File: config.mk
export PLATFORM = sky130hd
export DESIGN_NAME = pipe_sched
export DESIGN_NICKNAME = d
export VERILOG_FILES = /design/src/rtl/pipe_sched.sv
export SDC_FILE = /design/constraint.sdc
export NUM_CORES = 1
export LEC_CHECK = 0
export CORE_MARGIN = 2
export CORE_UTILIZATION = 30
export CTS_CLUSTER_SIZE = 28
export DETAILED_ROUTE_END_ITERATION = 12
export GPL_ROUTABILITY_DRIVEN = 0
export HOLD_SLACK_MARGIN = 0.1
export PLACE_DENSITY = 0.75
export SLEW_MARGIN = 10
export SYNTH_ARGS = -nofsm -noshare
export SYNTH_HDL_FRONTEND = slang
export SYNTH_SLANG_ARGS = --single-unit
File: constraint.sdc
create_clock -name clk -period 2.2 [get_ports clk]
set_clock_uncertainty 0.1 [all_clocks]
set_input_delay 0.44 -clock clk [delete_from_list [all_inputs] [get_ports clk]]
set_output_delay 0.44 -clock clk [all_outputs]
set_load 0.02 [all_outputs]
File: src/rtl/pipe_sched.sv
// Pipeline sequencer for the 5-stage RV64 core: bus handshakes, load-use stall,
// pcsrc redirect and per-stage enable/bubble generation. Optional PIPE_SCHED_PERF_EN adds perf counters.
module pipe_sched #(
  parameter int unsigned CNT_W = 32
) (
  input  logic             clk,
  input  logic             reset,
  output logic             i_req,
  input  logic             i_data_ok,
  output logic             d_req,
  input  logic             d_data_ok,
  input  logic             mem_access,
  input  logic [4:0]       id_ra1,
  input  logic [4:0]       id_ra2,
  input  logic             ex_valid,
  input  logic             ex_memread,
  input  logic [4:0]       ex_dst,
  input  logic             redirect,
  output logic             en_pc,
  output logic             en_id,
  output logic             en_ex,
  output logic             en_mem,
  output logic             en_wb,
  output logic             bubble_ex,
  output logic             flush_id
`ifdef PIPE_SCHED_PERF_EN
  ,
  output logic [CNT_W-1:0] perf_cycles,
  output logic [CNT_W-1:0] perf_istall,
  output logic [CNT_W-1:0] perf_dstall,
  output logic [CNT_W-1:0] perf_lu
`endif
);

  typedef enum logic [1:0] {I_IDLE, I_REQ, I_HOLD} istate_t;
  typedef enum logic [1:0] {D_IDLE, D_WAIT, D_DONE} dstate_t;

  istate_t istate, istate_nxt;
  dstate_t dstate, dstate_nxt;
  logic    drop, drop_nxt;

  logic mem_ok, if_ok, adv, lu, redir, take;

  always_ff @(posedge clk or posedge reset) begin
    if (reset) begin
      istate <= I_IDLE;
      dstate <= D_IDLE;
      drop   <= 1'b0;
    end else begin
      istate <= istate_nxt;
      dstate <= dstate_nxt;
      drop   <= drop_nxt;
    end
  end

  always_comb begin
    istate_nxt = istate;
    dstate_nxt = dstate;
    drop_nxt   = drop;

    mem_ok = !mem_access || d_data_ok || (dstate == D_DONE);
    if_ok  = (istate == I_HOLD) || ((istate == I_REQ) && i_data_ok && !drop);
    adv    = mem_ok && if_ok;
    lu     = ex_valid && ex_memread && (ex_dst != 5'd0) &&
             ((ex_dst == id_ra1) || (ex_dst == id_ra2));
    redir  = redirect && mem_ok;
    // The fetch side only hands a word over when decode actually loads it,
    // so a load-use stall keeps the returned word parked in HOLD.
    take   = (adv && !lu) || redir;

    // Outputs are forced low while reset is asserted, independent of the clock.
    i_req     = !reset && (istate == I_REQ);
    d_req     = !reset && ((dstate == D_WAIT) || ((dstate == D_IDLE) && mem_access));
    en_pc     = !reset && take;
    en_id     = !reset && take;
    en_ex     = !reset && mem_ok;
    en_mem    = !reset && mem_ok;
    en_wb     = !reset && mem_ok;
    bubble_ex = !reset && mem_ok && (lu || redirect || !if_ok);
    flush_id  = !reset && redir;

    case (istate)
      I_IDLE: istate_nxt = I_REQ;
      I_REQ: begin
        if (i_data_ok) begin
          if (drop)       drop_nxt   = 1'b0;
          else if (!take) istate_nxt = I_HOLD;
        end else if (redir) begin
          drop_nxt = 1'b1;
        end
      end
      I_HOLD: if (take) istate_nxt = I_REQ;
      default: istate_nxt = I_IDLE;
    endcase

    case (dstate)
      D_IDLE: if (mem_access) dstate_nxt = d_data_ok ? D_DONE : D_WAIT;
      D_WAIT: if (d_data_ok)  dstate_nxt = D_DONE;
      D_DONE: if (mem_ok)     dstate_nxt = D_IDLE;
      default: dstate_nxt = D_IDLE;
    endcase
  end

`ifdef PIPE_SCHED_PERF_EN
  always_ff @(posedge clk or posedge reset) begin
    if (reset) begin
      perf_cycles <= '0;
      perf_istall <= '0;
      perf_dstall <= '0;
      perf_lu     <= '0;
    end else begin
      perf_cycles <= perf_cycles + CNT_W'(1);
      if (!if_ok)       perf_istall <= perf_istall + CNT_W'(1);
      if (!mem_ok)      perf_dstall <= perf_dstall + CNT_W'(1);
      if (lu && mem_ok) perf_lu     <= perf_lu + CNT_W'(1);
    end
  end
`endif

endmodule

==> load_flow_metrics.sql, run 1 <==
INSERT INTO impl_metrics (metric_group, metric, value, unit) VALUES
('drt', 'totalWireLength', '1370', 'µm'),
('timing', 'final.period_utilization', '105', '%'),
('setup_path', 'critPathSlowestCell', 'or4_4', ''),
('floorplan', 'row_count', '14', ''),
('grt', 'grt_pass1_vias', '572', ''),
('setup_path', 'setup.worst_path.start_class', 'primary input', ''),
('synth', 'number_of_flops_mapped_to_enable_cells_by_yosys', '0', ''),
('timing', 'final-max-slew-violation-count', '0', ''),
('run_status', 'violations', 'setup timing', ''),
('setup_path', 'timing.critical_path.buf_inv', '2', ''),
('drt', 'wire_per_inst', '11.7', 'µm'),
('layout', 'flow.area_growth_from_synthesis', '98.9', '%'),
('synth', 'synthCells', '54', ''),
('synth', 'yosys.cell_types.count', '24', ''),
('power_and_ir_drop', 'power_density_relative_to_cell_area', '435', 'nW/µm²'),
('clock_network', 'cts-hold-fix-buffers', '0', ''),
('timing', 'slew_headroom', '81.9', '%'),
('clock_network', 'cts.sinks', '5', ''),
('clock_network', 'cts-htree-levels', '1', ''),
('synth', 'yosys_most_used_dff', 'dfrtp_1', ''),
('drt', 'firstDrtPassIters', '4', ''),
('synth', 'seq_area_frac_synth', '27.2', '%'),
('timing', 'timing.final.crit_period', '2310', 'ps'),
('layout', 'antennaDiodeCount', '0', ''),
('setup_path', 'crit_path_end_kind', 'primary output', ''),
('clock_network', 'root_buffer', 'clkbuf_4', ''),
('layout', 'final-seq-area', '125', 'µm²'),
('setup_path', 'cp_data_required_time', '1660', 'ps'),
('power_and_ir_drop', 'leakage', '0.461', 'nW'),
('synth', 'synth_nets', '77', ''),
('timing', 'fin_ws', '-107', 'ps'),
('power_and_ir_drop', 'power.share.switching', '32.2', '%'),
('worst_hold_path', 'holdCritPathClass', 'primary input to async pin', ''),
('timing', 'fmaxAchievable', '433', 'MHz'),
('clock_network', 'tritoncts', 'yes', ''),
('placed_design', 'port_buffer_cells', '31', ''),
('floorplan', 'pin_count', '32', ''),
('grt', 'track_usage', '15.7', '%'),
('power_and_ir_drop', 'combPwrFrac', '46.7', '%'),
('grt', 'grt_antenna_before_repair', '0', ''),
('synth', 'postSynthAreaPerCell', '8.53', 'µm²'),
('power_and_ir_drop', 'sequentialPowerShare', '26.8', '%'),
('drt', 'via_per_inst', '4.59', ''),
('synth', 'synth.cell_area', '460', 'µm²'),
('layout', 'final_layout_size_suffix_gt1_share', '40.6', '%'),
('layout', 'utilization', '62.2', '%'),
('layout', 'multiInputGateArea', '337', 'µm²'),
('grt', 'grt_max_degree', '6', ''),
('timing', 'setup_viol', '3', ''),
('setup_path', 'critical_path.max_stage_delay', '520', 'ps'),
('floorplan', 'horiz_die_dim', '43.2', 'µm'),
('placed_design', 'hpwl', '1040', 'µm'),
('layout', 'final_stage_net_count', '125', ''),
('synth', 'yosysWarnings', '0', ''),
('power_and_ir_drop', 'switching_power', '0.000128', 'W'),
('setup_path', 'worst_ep_arrival_time', '1770', 'ps'),
('drt', 'ant_nets', '0', ''),
('setup_path', 'setup.worst_path.class', 'primary input to primary output', ''),
('clock_network', 'cts_buffer_depth', '2', ''),
('clock_network', 'cts_buffers', '3', ''),
('clock_network', 'clkLatencyLatePin', '240', 'ps'),
('run_status', 'run_status', 'complete, but fails checks', ''),
('timing', 'rsz0062_at_grt', 'true', ''),
('synth', 'async_reset_ff_share', '100', '%'),
('clock_network', 'register_clock_pin_slew_on_the_reported_worst_setup_and_hold_paths', '40', 'ps'),
('setup_path', 'crit_fanout', '2', ''),
('floorplan', 'start_util', '31.3', '%'),
('drt', 'drcViolationCount', '0', ''),
('drt', 'dr_total_vias', '537', ''),
('power_and_ir_drop', 'intPower', '0.000270', 'W'),
('power_and_ir_drop', 'peakVddDrop', '0.343', 'mV');
path summary, 6_finish.rpt:
path | start | end | slack, ps | cells past startpoint
max in group asynchronous | reset | dstate[1]$_DFFE_PP0P_ | 1570 | 4
max reg2reg | dstate[0]$_DFFE_PP0P_ | istate[0]$_DFFE_PP0P_ | 840 | 6
min in group clk | istate[1]$_DFFE_PP0P_ | istate[0]$_DFFE_PP0P_ | 460 | 3
max | ex_dst[4] | bubble_ex | -110 | 6
min | reset | drop$_DFFE_PP0P_ | 320 | 4
min reg2reg | istate[1]$_DFFE_PP0P_ | istate[0]$_DFFE_PP0P_ | 460 | 3
area by class of cell:
cell class | count | area share [%]
sequential | 5 | 13.7
timing repair buffer | 47 | 42.9
clock buffer | 4 | 2.87
inverter | 4 | 1.64
tap | 16 | 2.19
multi-input combinational | 41 | 36.7
worst min-delay path, cell delays in order:
cell and delay [ps]:
dlymetal6s2s_1 190, buf_4 160, inv_1 50, buf_4 140
power by group through the flow:
stage / registers (W) / logic [W] / clock network [W]
5_1_grt: 0.000107 / 0.000202 / 0.000119
4_1_cts: 0.000106 / 0.000183 / 0.000109
3_3_place_gp: 0.000106 / 0.000188 / 0
3_5_place_dp: 0.000107 / 0.000190 / 0
2_1_floorplan: 0.000107 / 0.0000849 / 0
6_report: 0.000107 / 0.000186 / 0.000106
state kept, by name (all words and copies together) (netlist names):
name and cells:
drop 1, dstate 2, istate 2
cells by family after synthesis:
logic type | Yosys count | synth area share [%]
simple gates | 19 | 21.7
compound gates | 12 | 23.1
xor+xnor | 10 | 19.0
buf+inv | 8 | 8.97
flops | 5 | 27.2
metal layers:
metal | wire length (µm) | GRT usage (%)
met1 | 526 | 18.7
met2 | 737 | 27.8
met3 | 102 | 5.53
met4 | 0 | 1.82
met5 | 0 | 0
through the flow:
step	std cells	hold WS, ps	worst slack (ps)	power, W	setup TNS [ps]
2_1_floorplan	54	124	-228	0.000191	-230
3_3_place_gp	112	415	-988	0.000294	-5040
3_5_place_dp	112	441	-1010	0.000297	-5310
4_1_cts	117	451	-127	0.000397	-500
5_1_grt	117	345	-161	0.000429	-466
6_report	117	320	-107	0.000398	-287
timing repair:
item,in CTS,in global routing
pin swaps,18,2
resized for setup,66,7
endpoints found under the setup margin,9,5
setup buffers,1,0
Yosys cell counts, drive strengths merged (2+ instances only):
library cell	count	area share [%]
a21oi	2	2.2
a31oi	2	2.7
buf	3	4.9
dfrtp	5	27
inv	4	3.3
nand2	2	1.6
nor2	7	6.3
nor2b	3	4.1
nor3	3	3.3
o41ai	2	5.4
xor2	10	19
cells in the final DEF, fill, tap and decap left out, types with 2 or more instances in the layout:
| cell | count |
|---|---|
| nor2b_1 | 2 |
| nor2_1 | 5 |
| buf_6 | 3 |
| buf_4 | 19 |
| dlygate4sd2_1 | 13 |
| a31oi_1 | 2 |
| clkbuf_4 | 3 |
| nor3_2 | 2 |
| dfrtp_1 | 5 |
| buf_2 | 4 |
| clkdlybuf4s50_1 | 6 |
| inv_1 | 4 |
| xor2_1 | 10 |
Power figures use the tool's default switching activity.
==> run 2, diff against run 1 <==
==> config.mk (replaced) <==
export PLATFORM = sky130hd
export DESIGN_NAME = pipe_sched
export DESIGN_NICKNAME = d
export VERILOG_FILES = /design/src/rtl/pipe_sched.sv
export SDC_FILE = /design/constraint.sdc
export NUM_CORES = 1
export LEC_CHECK = 0
export ABC_AREA = 1
export CORE_MARGIN = 2
export CORE_UTILIZATION = 32
export CTS_CLUSTER_SIZE = 28
export DETAILED_ROUTE_END_ITERATION = 12
export GPL_ROUTABILITY_DRIVEN = 0
export HOLD_SLACK_MARGIN = 0.1
export PLACE_DENSITY = 0.76
export SYNTH_ARGS = -nofsm -noshare
export SYNTH_HDL_FRONTEND = slang
export SYNTH_SLANG_ARGS = --single-unit
==> run 2 against run 1 <==
  * The run now ends clean
  * Utilization up 0.80 points
  * Sequential power increased by 21%
  * Flip-flop and latch count unchanged
  * Critical path type unchanged
  * Largest cell class unchanged
==> load_flow_metrics.sql, run 2 <==
INSERT INTO impl_metrics (metric_group, metric, value, unit) VALUES
('setup_path', 'timing.critical_path.buf_inv', '3', ''),
('floorplan', 'fp.coreArea', '1510', 'µm²'),
('setup_path', 'crit_path_end_kind', 'primary output', ''),
('grt', 'overflow', '0', ''),
('clock_network', 'register_clock_pin_slew_on_the_reported_worst_setup_and_hold_paths', '40', 'ps'),
('synth', 'library_cell_with_the_highest_instance_count_after_synthesis', 'nand2_1', ''),
('clock_network', 'clkLatencyLatePin', '240', 'ps'),
('floorplan', 'horiz_die_dim', '44.2', 'µm'),
('layout', 'instances_no_fill', '156', ''),
('timing', 'timing.final.crit_period', '2150', 'ps'),
('clock_network', 'cts-htree-levels', '1', ''),
('setup_path', 'critical_path.max_stage_delay', '470', 'ps'),
('synth', 'synth_top_cells_by_area', 'dfrtp_1 24%, nand2_1 20%, inv_1 14%', ''),
('placed_design', 'port_buffer_cells', '31', ''),
('drt', 'dr_total_vias', '668', ''),
('floorplan', 'design.die.area', '1960', 'µm²'),
('synth', 'netlist.area_leader.share', '24.2', '%'),
('setup_path', 'cp_data_required_time', '1660', 'ps'),
('floorplan', 'die_y', '44.2', 'µm'),
('floorplan', 'pin_count', '32', ''),
('grt', 'grt_antenna_before_repair', '0', ''),
('placed_design', 'hpwl', '1160', 'µm'),
('setup_path', 'regToRegStartpoint', 'istate[1]$_DFFE_PP0P_', ''),
('power_and_ir_drop', 'clockPowerShare', '17.9', '%'),
('run_status', 'run_status', 'complete, no violations', ''),
('timing', 'final-max-slew-violation-count', '0', ''),
('clock_network', 'tritoncts', 'yes', ''),
('layout', 'final_stage_net_count', '164', ''),
('power_and_ir_drop', 'switching_power', '0.000209', 'W'),
('power_and_ir_drop', 'leakage', '0.585', 'nW'),
('power_and_ir_drop', 'sequentialPowerShare', '22.9', '%'),
('power_and_ir_drop', 'combPwrFrac', '59.2', '%'),
('drt', 'via_per_inst', '4.28', ''),
('layout', 'multiInputGateArea', '300', 'µm²'),
('floorplan', 'start_util', '34.4', '%'),
('setup_path', 'setup.worst_path.class', 'primary input to primary output', ''),
('power_and_ir_drop', 'peakVddDrop', '0.456', 'mV'),
('setup_path', 'critical_path.top_delay_family', 'buffers and inverters', ''),
('power_and_ir_drop', 'power_density_relative_to_cell_area', '592', 'nW/µm²'),
('synth', 'postSynthAreaPerCell', '5.51', 'µm²'),
('layout', 'fillerInstances', '142', ''),
('timing', 'max_slew.worst_pin.slew', '229', 'ps'),
('layout', 'mostFrequentLayoutCell', 'nand2_1', ''),
('grt', 'track_usage', '15.1', '%'),
('clock_network', 'cts.sinks', '5', ''),
('timing', 'slew_headroom', '84.7', '%'),
('synth', 'number_of_flip_flops_and_latches_in_the_synthesized_netlist', '5', ''),
('grt', 'grt_max_degree', '6', ''),
('placed_design', 'placedCellCount', '150', ''),
('synth', 'yosysWarnings', '0', ''),
('layout', 'antennaDiodeCount', '0', ''),
('power_and_ir_drop', 'intPower', '0.000354', 'W'),
('layout', 'mostFrequentLayoutCells', '27 x nand2_1, 18 x nor2_1, 17 x inv_1, 17 x buf_4, 15 x dlygate4sd2_1', ''),
('grt', 'grt_pass1_vias', '601', ''),
('layout', 'flow.area_growth_from_synthesis', '83.3', '%'),
('floorplan', 'row_count', '14', ''),
('grt', 'grt_pass1_wl', '2230', 'µm'),
('clock_network', 'root_buffer', 'clkbuf_4', ''),
('worst_hold_path', 'worst_hold_startpoint', 'i_data_ok', ''),
('clock_network', 'cts_buffer_depth', '2', ''),
('worst_hold_path', 'holdCritPathClass', 'primary input to flop', ''),
('drt', 'drcViolationCount', '0', ''),
('synth', 'async_reset_ff_share', '100', '%'),
('synth', 'synth.cell_area', '518', 'µm²'),
('timing', 'report.final.hold_viol_count', '0', ''),
('setup_path', 'crit_chain', 'clkdlybuf4s50_1 > o211a_1 > nor2_1 > buf_4 > clkdlybuf4s15_1', ''),
('run', 'maxCapViolCount', '0', ''),
('synth', 'netlist.top_cell.by_area', 'dfrtp_1', ''),
('setup_path', 'critPathSlowestCell', 'clkdlybuf4s50_1', ''),
('drt', 'ant_nets', '0', ''),
('drt', 'firstDrtPassIters', '2', ''),
('drt', 'totalWireLength', '1300', 'µm'),
('clock_network', 'cts_buffers', '3', ''),
('setup_path', 'worst_ep_arrival_time', '1610', 'ps'),
('layout', 'final_layout_size_suffix_gt1_share', '23.6', '%'),
('setup_path', 'crit_fanout', '3', ''),
('timing', 'rsz0062_at_grt', 'true', ''),
('power_and_ir_drop', 'power.share.switching', '37.1', '%'),
('clock_network', 'cts-hold-fix-buffers', '0', ''),
('timing', 'setup_viol', '0', ''),
('synth', 'synth_nets', '117', ''),
('timing', 'fmaxAchievable', '465', 'MHz'),
('synth', 'number_of_flops_mapped_to_enable_cells_by_yosys', '0', ''),
('layout', 'top_regs', 'dstate x2, istate x2, drop x1', ''),
('setup_path', 'setup.worst_path.start', 'mem_access', ''),
('synth', 'seq_area_frac_synth', '24.2', '%'),
('timing', 'holdWs', '411', 'ps'),
('synth', 'synthCells', '94', ''),
('drt', 'drt-initial-drc-count', '5', ''),
('drt', 'wire_per_inst', '8.33', 'µm'),
('synth', 'yosys.cell_types.count', '17', ''),
('synth', 'yosys_most_used_dff', 'dfrtp_1', ''),
('timing', 'final.period_utilization', '97.7', '%'),
('setup_path', 'setup.worst_path.start_class', 'primary input', ''),
('layout', 'final-seq-area', '125', 'µm²'),
('synth', 'synth_commonest_cells', '28 x nand2_1, 19 x inv_1, 19 x nor2_1', '');
## run 2: kinds of logic after synthesis
logic type	count (synthesis)	share of synthesized area (%)
AND/OR/NAND/NOR	56	43.5
buffers and inverters	25	20.3
XOR/XNOR	2	3.38
AO/OA/AOI/OAI	6	8.70
flip-flops	5	24.2
## run 2: timing repair
item / 4_1_cts / 5_1_grt
resized for setup: 42 / 7
hold endpoints to repair: 0 / 0
setup buffers: 2 / 0
pin swaps: 10 / 7
endpoints found under the setup margin: 9 / 7
## run 2: layout make-up
type                       instances  area share, %
tap                               16           2.11
clock buffer                       4           2.77
sequential                         5           13.2
timing repair buffer              45           41.6
multi-input combinational         64           31.6
inverter                          22           8.70
## run 2: power groups by stage
stage | Clock [W] | Combinational [W] | Sequential (W)
floorplan | 0 | 0.000168 | 0.000132
global placement | 0 | 0.000329 | 0.000130
detailed placement | 0 | 0.000336 | 0.000130
CTS | 0.000108 | 0.000330 | 0.000129
global route | 0.000113 | 0.000369 | 0.000132
finish | 0.000101 | 0.000333 | 0.000129
## run 2: routing by layer
layer	part of all wire, %	global-route usage (%)	vias to the layer above
met1	45	17.6	286
met4	0	1.82	0
met5	0	0	-
met2	49	27.4	16
li1	-	-	366
met3	5.8	5.31	0
## run 2: through the flow
stage	utilization (%)	cell area, µm²	power (W)	setup TNS [ps]	setup WS [ps]
global placement	60.8	916	0.000459	-3290	-566
detailed placement	60.8	916	0.000467	-3560	-610
CTS	62.0	935	0.000567	0	4.78
global route	63.0	950	0.000614	-8.31	-4.18
finish	63.0	950	0.000562	0	49.7
floorplan	-	518	0.000300	0	83.6
## run 2: tightest hold or removal path: cells and delay by family
kind | cells | cell delay, ps
AOI/OAI and AO/OA | 1 | 40
buffers and inverters | 2 | 160
and+or+nand+nor | 1 | 70
## run 2: final timing paths
check / endpoint / slack, ps / depth (start not counted)
hold / removal: drop$_DFFE_PP0P_ / 410 / 4
setup / recovery: en_ex / 50 / 5
min in group asynchronous: dstate[1]$_DFFE_PP0P_ / 540 / 3
hold reg to reg: drop$_DFFE_PP0P_ / 460 / 2
setup reg to reg: istate[0]$_DFFE_PP0P_ / 690 / 11
max in group asynchronous: drop$_DFFE_PP0P_ / 1290 / 3
